### config.mk
export PLATFORM = sky130hd
export DESIGN_NAME = digit_loader
export DESIGN_NICKNAME = d
export VERILOG_FILES = /design/src/rtl/digit_loader.sv
export SDC_FILE = /design/constraint.sdc
export NUM_CORES = 1
export LEC_CHECK = 0
export CAP_MARGIN = 20
export CORE_UTILIZATION = 29
export DETAILED_ROUTE_END_ITERATION = 8
export GPL_ROUTABILITY_DRIVEN = 1
export SETUP_SLACK_MARGIN = 0.5
export SYNTH_ARGS = -nofsm -noshare
export SYNTH_HDL_FRONTEND = slang
export SYNTH_SLANG_ARGS = --single-unit
### constraint.sdc
create_clock -name clock -period 11.4 [get_ports clock]
set_clock_uncertainty 0.15 [all_clocks]
set_input_delay 3.42 -clock clock [delete_from_list [all_inputs] [get_ports clock]]
set_output_delay 3.42 -clock clock [all_outputs]
set_load 0.1 [all_outputs]
### src/rtl/digit_loader.sv
// Keypad digit entry with debounce, a three-digit shift buffer and a
// three-cycle load sequence into a downstream timer.
module digit_loader #(
  parameter int unsigned DEBOUNCE = 4
) (
  input  logic       clock,
  input  logic       clr,
  input  logic [9:0] keypad,
  input  logic       enter,
  input  logic       cancel,
  output logic [3:0] digit,
  output logic       loadn,
  output logic       busy,
  output logic [1:0] count,
  output logic [3:0] d2,
  output logic [3:0] d1,
  output logic [3:0] d0
);

  localparam int unsigned NKEY = 10;
  localparam int unsigned DW   = 4;
  localparam int unsigned CW   = 4;

  typedef enum logic [2:0] {IDLE, LOAD0, LOAD1, LOAD2, DONE} state_t;

  state_t          state, state_d;
  logic [NKEY-1:0] key_r;
  logic            enter_r, enter_p, cancel_r, cancel_p;
  logic [CW-1:0]   stab_cnt, stab_cnt_d;
  logic [DW-1:0]   last_code;
  logic            armed;

  logic            key_valid_c, accept_c, enter_edge_c, cancel_edge_c;
  logic [DW-1:0]   key_code_c;
  logic [DW-1:0]   d2_d, d1_d, d0_d, digit_d;
  logic [1:0]      count_d;
  logic            loadn_d, busy_d;

  assign enter_edge_c  = enter_r & ~enter_p;
  assign cancel_edge_c = cancel_r & ~cancel_p;

  // Decode the sampled key lines and advance the stability count.
  always_comb begin
    key_valid_c = $onehot(key_r);
    key_code_c  = '0;
    for (int k = 0; k < NKEY; k++) begin
      if (key_r[k]) key_code_c = DW'(k);
    end
    stab_cnt_d = '0;
    if (key_valid_c) begin
      if (stab_cnt != '0 && key_code_c == last_code)
        stab_cnt_d = (stab_cnt >= CW'(DEBOUNCE)) ? stab_cnt : CW'(stab_cnt + CW'(1));
      else
        stab_cnt_d = CW'(1);
    end
    accept_c = armed & key_valid_c & (stab_cnt_d == CW'(DEBOUNCE));
  end

  // Input sampling and debounce state.
  always_ff @(posedge clock or posedge clr) begin
    if (clr) begin
      key_r     <= '0;
      enter_r   <= 1'b0;
      enter_p   <= 1'b0;
      cancel_r  <= 1'b0;
      cancel_p  <= 1'b0;
      stab_cnt  <= '0;
      last_code <= '0;
      armed     <= 1'b1;
    end else begin
      key_r     <= keypad;
      enter_r   <= enter;
      enter_p   <= enter_r;
      cancel_r  <= cancel;
      cancel_p  <= cancel_r;
      stab_cnt  <= stab_cnt_d;
      last_code <= key_code_c;
      if (key_r == '0)
        armed <= 1'b1;
      else if (accept_c)
        armed <= 1'b0;
    end
  end

  always_ff @(posedge clock or posedge clr) begin
    if (clr) state <= IDLE;
    else     state <= state_d;
  end

  // Next state, buffer update, and next values of the registered outputs.
  always_comb begin
    state_d = state;
    d2_d    = d2;
    d1_d    = d1;
    d0_d    = d0;
    count_d = count;
    loadn_d = 1'b1;
    digit_d = '0;
    busy_d  = 1'b0;
    case (state)
      IDLE: begin
        if (cancel_edge_c) begin
          d2_d    = '0;
          d1_d    = '0;
          d0_d    = '0;
          count_d = '0;
        end else if (enter_edge_c) begin
          if (count != '0) state_d = LOAD0;
        end else if (accept_c) begin
          d2_d    = d1;
          d1_d    = d0;
          d0_d    = key_code_c;
          count_d = (count == 2'd3) ? 2'd3 : 2'(count + 2'd1);
        end
      end
      LOAD0: state_d = LOAD1;
      LOAD1: state_d = LOAD2;
      LOAD2: begin
        state_d = DONE;
        d2_d    = '0;
        d1_d    = '0;
        d0_d    = '0;
        count_d = '0;
      end
      DONE:    state_d = IDLE;
      default: state_d = IDLE;
    endcase
    busy_d = (state_d != IDLE);
    // Unfilled leading positions hold 0, so short buffers still send 3 digits.
    case (state_d)
      LOAD0: begin loadn_d = 1'b0; digit_d = d2; end
      LOAD1: begin loadn_d = 1'b0; digit_d = d1; end
      LOAD2: begin loadn_d = 1'b0; digit_d = d0; end
      default: begin loadn_d = 1'b1; digit_d = '0; end
    endcase
  end

  always_ff @(posedge clock or posedge clr) begin
    if (clr) begin
      d2    <= '0;
      d1    <= '0;
      d0    <= '0;
      count <= '0;
      loadn <= 1'b1;
      digit <= '0;
      busy  <= 1'b0;
    end else begin
      d2    <= d2_d;
      d1    <= d1_d;
      d0    <= d0_d;
      count <= count_d;
      loadn <= loadn_d;
      digit <= digit_d;
      busy  <= busy_d;
    end
  end

endmodule

== After elaboration in Yosys (flattened, before gate mapping) ==
Index checks and enable logic that the tools add are counted.

* Muxes and demuxes: 37
* Magnitude comparators: 1
* Eq/ne operators: 12
* Reductions and logical operators: 10
* Bitwise logic cells: 6
* Add/subtract/negate cells: 11

{| class="wikitable"
|+ Operators by type and width
! kind !! number
|-
| $mux W4 || 20
|-
| $pmux W4 S2 || 3
|-
| $eq A3 B2 Y1 const B || 4
|-
| $pmux W3 S4 || 1
|-
| $pmux W4 S3 || 1
|-
| $add A1 B1 Y2 || 5
|-
| $logic_not A10 Y1 || 1
|-
| $mux W3 || 3
|-
| $mux W2 || 4
|-
| $add A2 B2 Y3 || 2
|-
| $eq A3 B1 Y1 const B || 2
|-
| $ne A3 B3 Y1 const B || 2
|-
| $reduce_bool A2 Y1 || 3
|-
| $add A3 B3 Y4 || 1
|-
| $add A4 B1 Y4 const B || 1
|-
| $add A4 B2 Y4 || 1
|-
| $and A1 B1 Y1 || 4
|-
| $eq A4 B1 Y1 const B || 1
|-
| $eq A4 B3 Y1 const B || 1
|-
| $eq A4 B4 Y1 || 1
|-
| $ge A4 B3 Y1 const B || 1
|-
| $mux W1 || 4
|-
| $pmux W2 S2 || 1
|-
| $reduce_bool A4 Y1 || 1
|-
| other kinds (8) || 9
|}

* Word-level logic and storage cells: 93
* Register bits: 46
* Input bits: 14
* Output and inout port bits: 20

== Longest topological paths before layout ==
Gate-level depths: netlist (run 1).

* Depth after elaboration: 19
* Mapped depth: 16
* Depth with buffers taken out: 14

== Least setup slack after synthesis (run 1) ==
No wires, ideal clock.

* Path kind: reg-to-output
* From: register count[0]
* To: output port count[0]
* Required time: 7.830 ns
* Data arrival time: 0.937 ns
* Stages on the path, launching flop included: 1
* Path buffers: 0
* Path slack: 6.893 ns
* Cell sequence: dfrtp_1

{| class="wikitable"
|+ RTL lines
! element !! line !! RTL
|-
| from (decl) || 14 || <nowiki>output logic [1:0] count,</nowiki>
|-
| from (signal assigned) || 151 || <nowiki>count <= count_d;</nowiki>
|}

No word-level cell between the ends.

== Final worst setup path (run 1) ==
* From: register loadn
* To: output port loadn

{| class="wikitable"
|+ RTL lines
! element !! line !! RTL
|-
| from (decl) || 12 || <nowiki>output logic loadn,</nowiki>
|-
| from (signal assigned) || 152 || <nowiki>loadn <= loadn_d;</nowiki>
|}

No word-level cell between the ends.

==> results_tabular.tex, run 1 <==
\begin{tabular}{lr}
\hline
Metric & Value \\
\hline
\multicolumn{2}{l}{\textbf{Timing}} \\
Unrepaired setup endpoints after global routing & false \\
Period utilization & approximately half \\
Setup tns final & 0 ns \\
Slew headroom & 34.73\% \\
Max-slew violation count & 0 \\
Highest clock rate & 181.6 MHz \\
Final count of hold timing violations & 0 \\
Final number of setup-violating endpoints & 0 \\
Time the final worst path needs with I/O delays and setup & 5.506 ns \\
Worst Slack Setup Final & 5.894 ns \\
Slew at the pin closest to its max-slew limit & 0.9760 ns \\
\multicolumn{2}{l}{\textbf{Worst setup path}} \\
Slowest cell delay on critical path & around 1.1 ns \\
Startpoint kind of the worst setup timing path & flop \\
Critical path's top delay family & buffers and inverters \\
Critical Path RT & 7.83 ns \\
List of cells traversed by the critical path & clkdlybuf4s50\_1 \\
Maximum fanout along the worst path & 1 \\
Capture point of the worst reg-to-reg path & d0[1] \\
Reg-to-reg slack, setup & approximately 6.7 ns \\
Worst-path cell with the longest stage delay & sky130\_fd\_sc\_hd\_\_clkdlybuf4s50\_1 \\
Length in cells of the worst reg-to-reg path & 14 \\
Arrival time at the worst endpoint & around 1.9 ns \\
Critical path class & flop to output pin \\
Element type at the critical path end & output pin \\
Sum of buffers and inverters on the critical path & 1 \\
Origin of the critical flop-to-flop path & key\_r[9] \\
\multicolumn{2}{l}{\textbf{Global routing}} \\
Gr usage total & 12.14\% \\
Vias in the first global route & 1496 \\
Pin count of the biggest net entering global routing & 47 \\
Overflow left after global routing & 0 \\
Initial antenna violation count & 0 \\
Wire length of the first global-routing pass & between 7000 and 8000 µm \\
\multicolumn{2}{l}{\textbf{Logic synthesis}} \\
Top FF cell, synth & sky130\_fd\_sc\_hd\_\_dfrtp\_1 \\
Number of warning messages in the yosys log & 0 \\
Post-Synth Simple-Gate Area & 17.45\% \\
Number of enable flip-flop cells after synthesis & 0 \\
Syn\_area\_per\_cell & 10.48 µm² \\
Most area-hungry cell type in the Yosys netlist & sky130\_fd\_sc\_hd\_\_dfrtp\_1 \\
XOR/XNOR Fraction of Synth Area & less than 1\% \\
Portion of netlist area occupied by mux cells & 0\% \\
Number of cells produced by synthesis & 208 \\
Syn Std Cell Area & 2180 µm² \\
Sequential element share of the synthesized area & 52.93\% \\
Compound-cell area share of the yosys netlist & 14.52\% \\
Net count after synthesis & 233 \\
Dominant combinational cell family by area after synthesis & simple AND/OR/NAND/NOR gates \\
Area share of fa/ha/maj cells after synthesis & 8.381\% \\
Area share of the leading cell type in the synthesized netlist & 50.52\% \\
Number of flip-flops and latches in the synthesized netlist & 46 \\
Synth cell types & between 40 and 50 \\
Cell types with the largest area share after synthesis & sky130\_fd\_sc\_hd\_\_dfrtp\_1 51\%, sky130\_fd\_sc\_hd\_\_fa\_1 5.5\%, sky130\_fd\_sc\_hd\_\_a21o\_1 4.1\% \\
Synth async-reset ratio & 100.0\% \\
\multicolumn{2}{l}{\textbf{Worst hold path}} \\
Cell count of the worst hold path & 0 \\
Worst hold path class & flop to flop \\
Endpoint with the worst hold slack & cancel\_p \\
Worst Min Path Start & cancel\_r \\
\multicolumn{2}{l}{\textbf{Place}} \\
Input/output buffers & 33 \\
HPWL Detailed & 3117 µm \\
Area after DPL & 2603 µm² \\
Placement-stage worst setup slack & 6.219 ns \\
Placer Congestion & 0.7771 \\
\multicolumn{2}{l}{\textbf{Final layout}} \\
Count of inserted antenna diode cells & 0 \\
Non-Filler Cell Area, Final & between 2000 and 3000 µm² \\
Fraction of layout instances using a drive strength above 1 & 6.148\% \\
Fraction of the core area covered by cells at the end of the flow & 37.14\% \\
Area growth, synth to finish & 23.59\% \\
Post-layout net count & 268 \\
\multicolumn{2}{l}{\textbf{Clocking}} \\
Clk sinks & 46 \\
Buffer type at the clock tree root & sky130\_fd\_sc\_hd\_\_clkbuf\_8 \\
CTS H-Tree Depth & 2 \\
Number of resized instances in the post-cts repair step & 0 \\
Clk Latency, worst-skew pair & 0.30 ns \\
Number of buffers added to fix hold violations after cts & 0 \\
CTS tree & yes \\
Post-CTS Setup Repair Bufs & 0 \\
TritonCTS Buffers & 5 \\
CTS clock-pin slew for the worst setup and hold paths & 0.08 ns \\
Number of buffers on the longest clock path & 2 \\
\multicolumn{2}{l}{\textbf{Detailed routing}} \\
Wire length per cell after detailed routing & 12.24 µm \\
Avg Vias per Cell & 4.700 \\
DR DRC count & 0 \\
Sum of routed wire length over all layers & roughly 4200 µm \\
Detailed router's first-iteration violation count & 95 \\
Post-detailed-route count of antenna-violating nets & 0 \\
Detailed Routing Iterations Pass 1 & 5 \\
Via count & approximately 1600 \\
\multicolumn{2}{l}{\textbf{Die}} \\
Vert. Die Dim & 88.70 µm \\
Cell row count & 31 \\
Die area & 7867 µm² \\
I/O Pins & 34 \\
Starting utilization of the core area & about 30\% \\
Die width & 88.70 µm \\
Core area & between 7000 and 8000 µm² \\
\multicolumn{2}{l}{\textbf{Power}} \\
VDD IR-drop max & 0.00005196 V \\
Total leakage power & 1.288 nW \\
Power Dens Cells & 128.5 nW/µm² \\
\multicolumn{2}{l}{\textbf{Flow run}} \\
MaxCap Viol Count & 0 \\
\multicolumn{2}{l}{\textbf{Run status}} \\
Status & finished, final reports clean \\
\hline
\end{tabular}
## metrics by stage
stage / hold WS, ns / std cells / power [mW]
detailed placement: 0.2189 / 335 / 0.2481
global placement: 0.2116 / 335 / 0.2443
CTS: 0.2361 / 343 / 0.3535
finish: 0.2288 / 343 / 0.3462
floorplan: 0.1965 / 208 / 0.2280
global route: 0.2639 / 343 / 0.3712
## cell usage in the layout (no fill, tap or decap), types with 2 or more instances in the layout
master	instances
sky130_fd_sc_hd__o21ai_0	8
sky130_fd_sc_hd__nor4bb_1	2
sky130_fd_sc_hd__or3_1	2
sky130_fd_sc_hd__nand3_1	4
sky130_fd_sc_hd__nor2_1	22
sky130_fd_sc_hd__fa_1	6
sky130_fd_sc_hd__inv_1	22
sky130_fd_sc_hd__a21o_1	12
sky130_fd_sc_hd__inv_2	2
sky130_fd_sc_hd__nor3b_1	3
sky130_fd_sc_hd__a21oi_1	8
sky130_fd_sc_hd__o21bai_1	2
sky130_fd_sc_hd__clkbuf_8	6
sky130_fd_sc_hd__nand2_1	20
sky130_fd_sc_hd__o311ai_0	2
sky130_fd_sc_hd__a222oi_1	4
sky130_fd_sc_hd__xnor2_1	2
sky130_fd_sc_hd__ha_1	5
sky130_fd_sc_hd__dfrtp_1	44
sky130_fd_sc_hd__nor3_1	2
sky130_fd_sc_hd__nor2b_1	3
sky130_fd_sc_hd__nand2b_1	4
sky130_fd_sc_hd__nor4_1	3
sky130_fd_sc_hd__nand3b_1	2
sky130_fd_sc_hd__clkdlybuf4s50_1	33
sky130_fd_sc_hd__dfstp_2	2
## layout make-up
class                   count  area (µm²)
multi-input cells         132       897.1
flip-flops and latches     46        1154
repair buffers             34       337.8
fillers                   748        4559
clock inverters             1       5.005
inverters                  24       90.09
clock buffers               7       86.33
well taps                  99       123.9
## metal layers
metal  GRT usage, %  part of all wire (%)  up-vias
met3          3.078                   3.9        7
met5              0                     0        -
met2          18.74                    47       29
li1               -                     -      779
met1          16.47                    48      797
met4          4.399                   1.4        0
## how the worst max path moves through the flow
stage	startpoint	slack, ns	depth (start not counted)	endpoint
floorplan	clr	6.75	1	busy
global placement	loadn	6.22	1	loadn
detailed placement	loadn	6.22	1	loadn
CTS	loadn	5.88	1	loadn
global route	loadn	5.84	1	loadn
finish	loadn	5.89	1	loadn
## synthesized netlist by cell type, drive strengths merged (2+ instances only)
cell type and instances:
nand3b 2, dfrtp 44, nor4 3, xnor2 2, nor3 2, nor2 23, inv 24, nand2 20
a21o 12, nand3 4, nor3b 3, nand2b 4, or3 2, dfstp 2, a222oi 4, nor4bb 2
o21ai 9, ha 5, nor2b 3, clkbuf 3, o311ai 2, a21oi 8, o21bai 2, buf 3
fa 6
## power by group
| part | leakage (nW) | switching (mW) | total, mW | internal (mW) |
|---|---|---|---|---|
| logic | 0.646 | 0.0384 | 0.0658 | 0.0274 |
| registers | 0.594 | 0.00758 | 0.178 | 0.170 |
| clock network | 0.0482 | 0.0536 | 0.103 | 0.0490 |
| total | 1.29 | 0.0995 | 0.346 | 0.247 |
## flip-flops by register name, summed over array words and instances, names as in the netlist, 2 cells and up
register / cells
stab_cnt: 4
last_code: 4
digit: 4
d0: 4
d2: 4
d1: 4
state: 3
count: 2
key_r: 10
## kinds of logic (layout without fill, tap and decap cells)
logic type,count (synthesis),after routing
AND/OR/NAND/NOR,75,75
flip-flops,46,46
AO/OA/AOI/OAI,44,44
buffers and inverters,30,66
adder cells (fa/ha/maj),11,11
XOR/XNOR,2,2
Power figures use the tool's default switching activity.
==> inputs of run 2 (changes only) <==
- clock period: 11.4 -> 5.35 ns (I/O delays scaled with it)
==> results_tabular.tex, run 2 (synthesis results as in run 1) <==
\begin{tabular}{lr}
\hline
Metric & Value \\
\hline
\multicolumn{2}{l}{\textbf{Die}} \\
Die area & about 8000 µm² \\
Starting utilization of the core area & 30.05\% \\
Cell row count & 31 \\
I/O Pins & 34 \\
Vert. Die Dim & between 80 and 90 µm \\
Core area & 7253 µm² \\
Die width & 88.70 µm \\
\multicolumn{2}{l}{\textbf{Timing}} \\
Final number of setup-violating endpoints & 0 \\
Highest clock rate & approximately 230 MHz \\
Final count of hold timing violations & 0 \\
Max-slew violation count & 0 \\
Setup tns final & 0 ns \\
Slew headroom & 34.50\% \\
Period utilization & about 83\% \\
Unrepaired setup endpoints after global routing & false \\
Time the final worst path needs with I/O delays and setup & 4.444 ns \\
Slew at the pin closest to its max-slew limit & 0.9794 ns \\
\multicolumn{2}{l}{\textbf{Worst setup path}} \\
Most common cell type on the critical path & sky130\_fd\_sc\_hd\_\_fa\_1 \\
Startpoint kind of the worst setup timing path & flop \\
Arrival time at the worst endpoint & 4.48 ns \\
Critical path class & flop to flop \\
Critical path's top delay family & adder cells \\
Sum of buffers and inverters on the critical path & 3 \\
List of cells traversed by the critical path & fa\_1 -> fa\_1 -> inv\_1 -> fa\_1 -> inv\_1 -> ha\_1 -> inv\_1 -> fa\_1 -> nor4bb\_1 -> a21oi\_1 -> a2111oi\_2 -> and4b\_2 -> nor2\_1 -> a21o\_1 \\
Worst-path cell with the longest stage delay & sky130\_fd\_sc\_hd\_\_fa\_1 \\
Element type at the critical path end & flop \\
Slowest cell delay on critical path & roughly 0.51 ns \\
Maximum fanout along the worst path & 15 \\
Critical Path RT & 5.39 ns \\
\multicolumn{2}{l}{\textbf{Power}} \\
Internal & 525.8 µW \\
Flop pwr share & between 50\% and 60\% \\
Clk network pwr share & 29.9\% \\
Logic pwr share & 18.8\% \\
Sum of internal, switching and leakage power & 737.5 µW \\
VDD IR-drop max & around 0.00015 V \\
Total leakage power & 1.296 nW \\
Sw Ratio & 28.71\% \\
Net Switching & 211.7 µW \\
Power Dens Cells & between 200 and 300 nW/µm² \\
\multicolumn{2}{l}{\textbf{Detailed routing}} \\
Via count & 1621 \\
Detailed router's first-iteration violation count & $\sim$120 \\
Wire length per cell after detailed routing & 12.20 µm \\
Post-detailed-route count of antenna-violating nets & 0 \\
Avg Vias per Cell & 4.712 \\
DR DRC count & 0 \\
Sum of routed wire length over all layers & 4198 µm \\
Detailed Routing Iterations Pass 1 & 5 \\
\multicolumn{2}{l}{\textbf{Final layout}} \\
Sequential cell area & about 1200 µm² \\
Commonest cells after routing, fill and taps aside & 44 x sky130\_fd\_sc\_hd\_\_dfrtp\_1, 33 x sky130\_fd\_sc\_hd\_\_clkdlybuf4s50\_1, 22 x sky130\_fd\_sc\_hd\_\_inv\_1, 22 x sky130\_fd\_sc\_hd\_\_nor2\_1, 20 x sky130\_fd\_sc\_hd\_\_nand2\_1 \\
Area growth, synth to finish & 24.74\% \\
Non-Filler Cell Area, Final & approximately 2700 µm² \\
Fraction of layout instances using a drive strength above 1 & 7.347\% \\
Fill cell total of the finished layout & 745 \\
Multi-input gate area in the final layout & 898.4 µm² \\
Largest register by flop count & key\_r \\
Most common cell after layout, fill and taps aside & sky130\_fd\_sc\_hd\_\_dfrtp\_1 \\
Fraction of the core area covered by cells at the end of the flow & a little under two fifths \\
Count of inserted antenna diode cells & 0 \\
Largest register FFs & 10 \\
Post-layout net count & 269 \\
\multicolumn{2}{l}{\textbf{Worst hold path}} \\
Worst hold path class & flop to flop \\
\multicolumn{2}{l}{\textbf{Clocking}} \\
CTS H-Tree Depth & 2 \\
Number of buffers on the longest clock path & 2 \\
Clk sinks & 46 \\
CTS clock-pin slew for the worst setup and hold paths & 0.09 ns \\
Buffer type at the clock tree root & sky130\_fd\_sc\_hd\_\_clkbuf\_8 \\
CTS tree & yes \\
TritonCTS Buffers & 5 \\
Clk Latency, worst-skew pair & 0.30 ns \\
\multicolumn{2}{l}{\textbf{Place}} \\
HPWL Detailed & 3054 µm \\
Placer Congestion & 0.7351 \\
Area after DPL & 2603 µm² \\
Input/output buffers & 33 \\
\multicolumn{2}{l}{\textbf{Global routing}} \\
Wire length of the first global-routing pass & slightly below 7000 µm \\
Initial antenna violation count & 0 \\
Pin count of the biggest net entering global routing & 47 \\
Vias in the first global route & 1513 \\
Overflow left after global routing & 0 \\
Gr usage total & 11.81\% \\
\multicolumn{2}{l}{\textbf{Flow run}} \\
MaxCap Viol Count & 0 \\
\multicolumn{2}{l}{\textbf{Run status}} \\
Status & finished, final reports clean \\
\hline
\end{tabular}
==> run 2: worst paths after layout <==
check / cells past startpoint / from / end / slack [ns]
max: 14 / key_r[5] / d1[1] / 0.91
min reg2reg: 0 / cancel_r / cancel_p / 0.23
max in group asynchronous: 3 / clr / armed / 3.21
min in group asynchronous: 2 / clr / enter_r / 1.34
max reg2reg: 14 / key_r[5] / d1[1] / 0.91
min: 0 / cancel_r / cancel_p / 0.23
==> run 2: repair_timing <==
item                                   in CTS  in global routing
gates resized for setup                     0                  1
hold buffers                                0                  0
setup endpoints to repair                   0                 12
setup buffers                               0                  0
endpoints found under the hold margin       0                  0
==> run 2: area by class of cell <==
type | count | area share [%]
multi-input cells | 132 | 33.04
well taps | 99 | 4.556
clock inverters | 2 | 0.4602
inverters | 24 | 3.313
flip-flops and latches | 46 | 42.43
repair buffers | 35 | 13.16
clock buffers | 6 | 3.037
==> run 2: power groups by stage <==
stage	combinational, mW	clock, mW	sequential [mW]
global placement	0.136	0	0.385
global route	0.158	0.245	0.382
detailed placement	0.139	0	0.385
floorplan	0.0889	0	0.397
finish	0.138	0.220	0.379
CTS	0.139	0.229	0.379
==> run 2: worst register-to-register path: stages (launching register included) <==
cell	delay, ns
sky130_fd_sc_hd__dfrtp_1	0.46
sky130_fd_sc_hd__fa_1	0.51
sky130_fd_sc_hd__fa_1	0.49
sky130_fd_sc_hd__inv_1	0.04
sky130_fd_sc_hd__fa_1	0.42
sky130_fd_sc_hd__inv_1	0.06
sky130_fd_sc_hd__ha_1	0.15
sky130_fd_sc_hd__inv_1	0.05
sky130_fd_sc_hd__fa_1	0.48
sky130_fd_sc_hd__nor4bb_1	0.20
sky130_fd_sc_hd__a21oi_1	0.16
sky130_fd_sc_hd__a2111oi_2	0.43
sky130_fd_sc_hd__and4b_2	0.49
sky130_fd_sc_hd__nor2_1	0.09
sky130_fd_sc_hd__a21o_1	0.15
==> run 2: through the flow <==
stage          hold WS (ns)  cells  setup WS (ns)
6_report             0.2307    344         0.9056
5_1_grt              0.2559    344         0.6251
4_1_cts              0.2369    343         0.7376
3_5_place_dp         0.2159    335         0.7305
3_3_place_gp         0.2128    335         0.8020
2_1_floorplan        0.1965    208          1.123
==> run 2: layer usage <==
metal	wire length (µm)	GRT usage, %	vias to the layer above
li1	-	-	781
met1	1942	15.99	795
met2	1945	17.83	43
met3	282	3.545	2
met4	27	4.399	0
met5	0	0	-
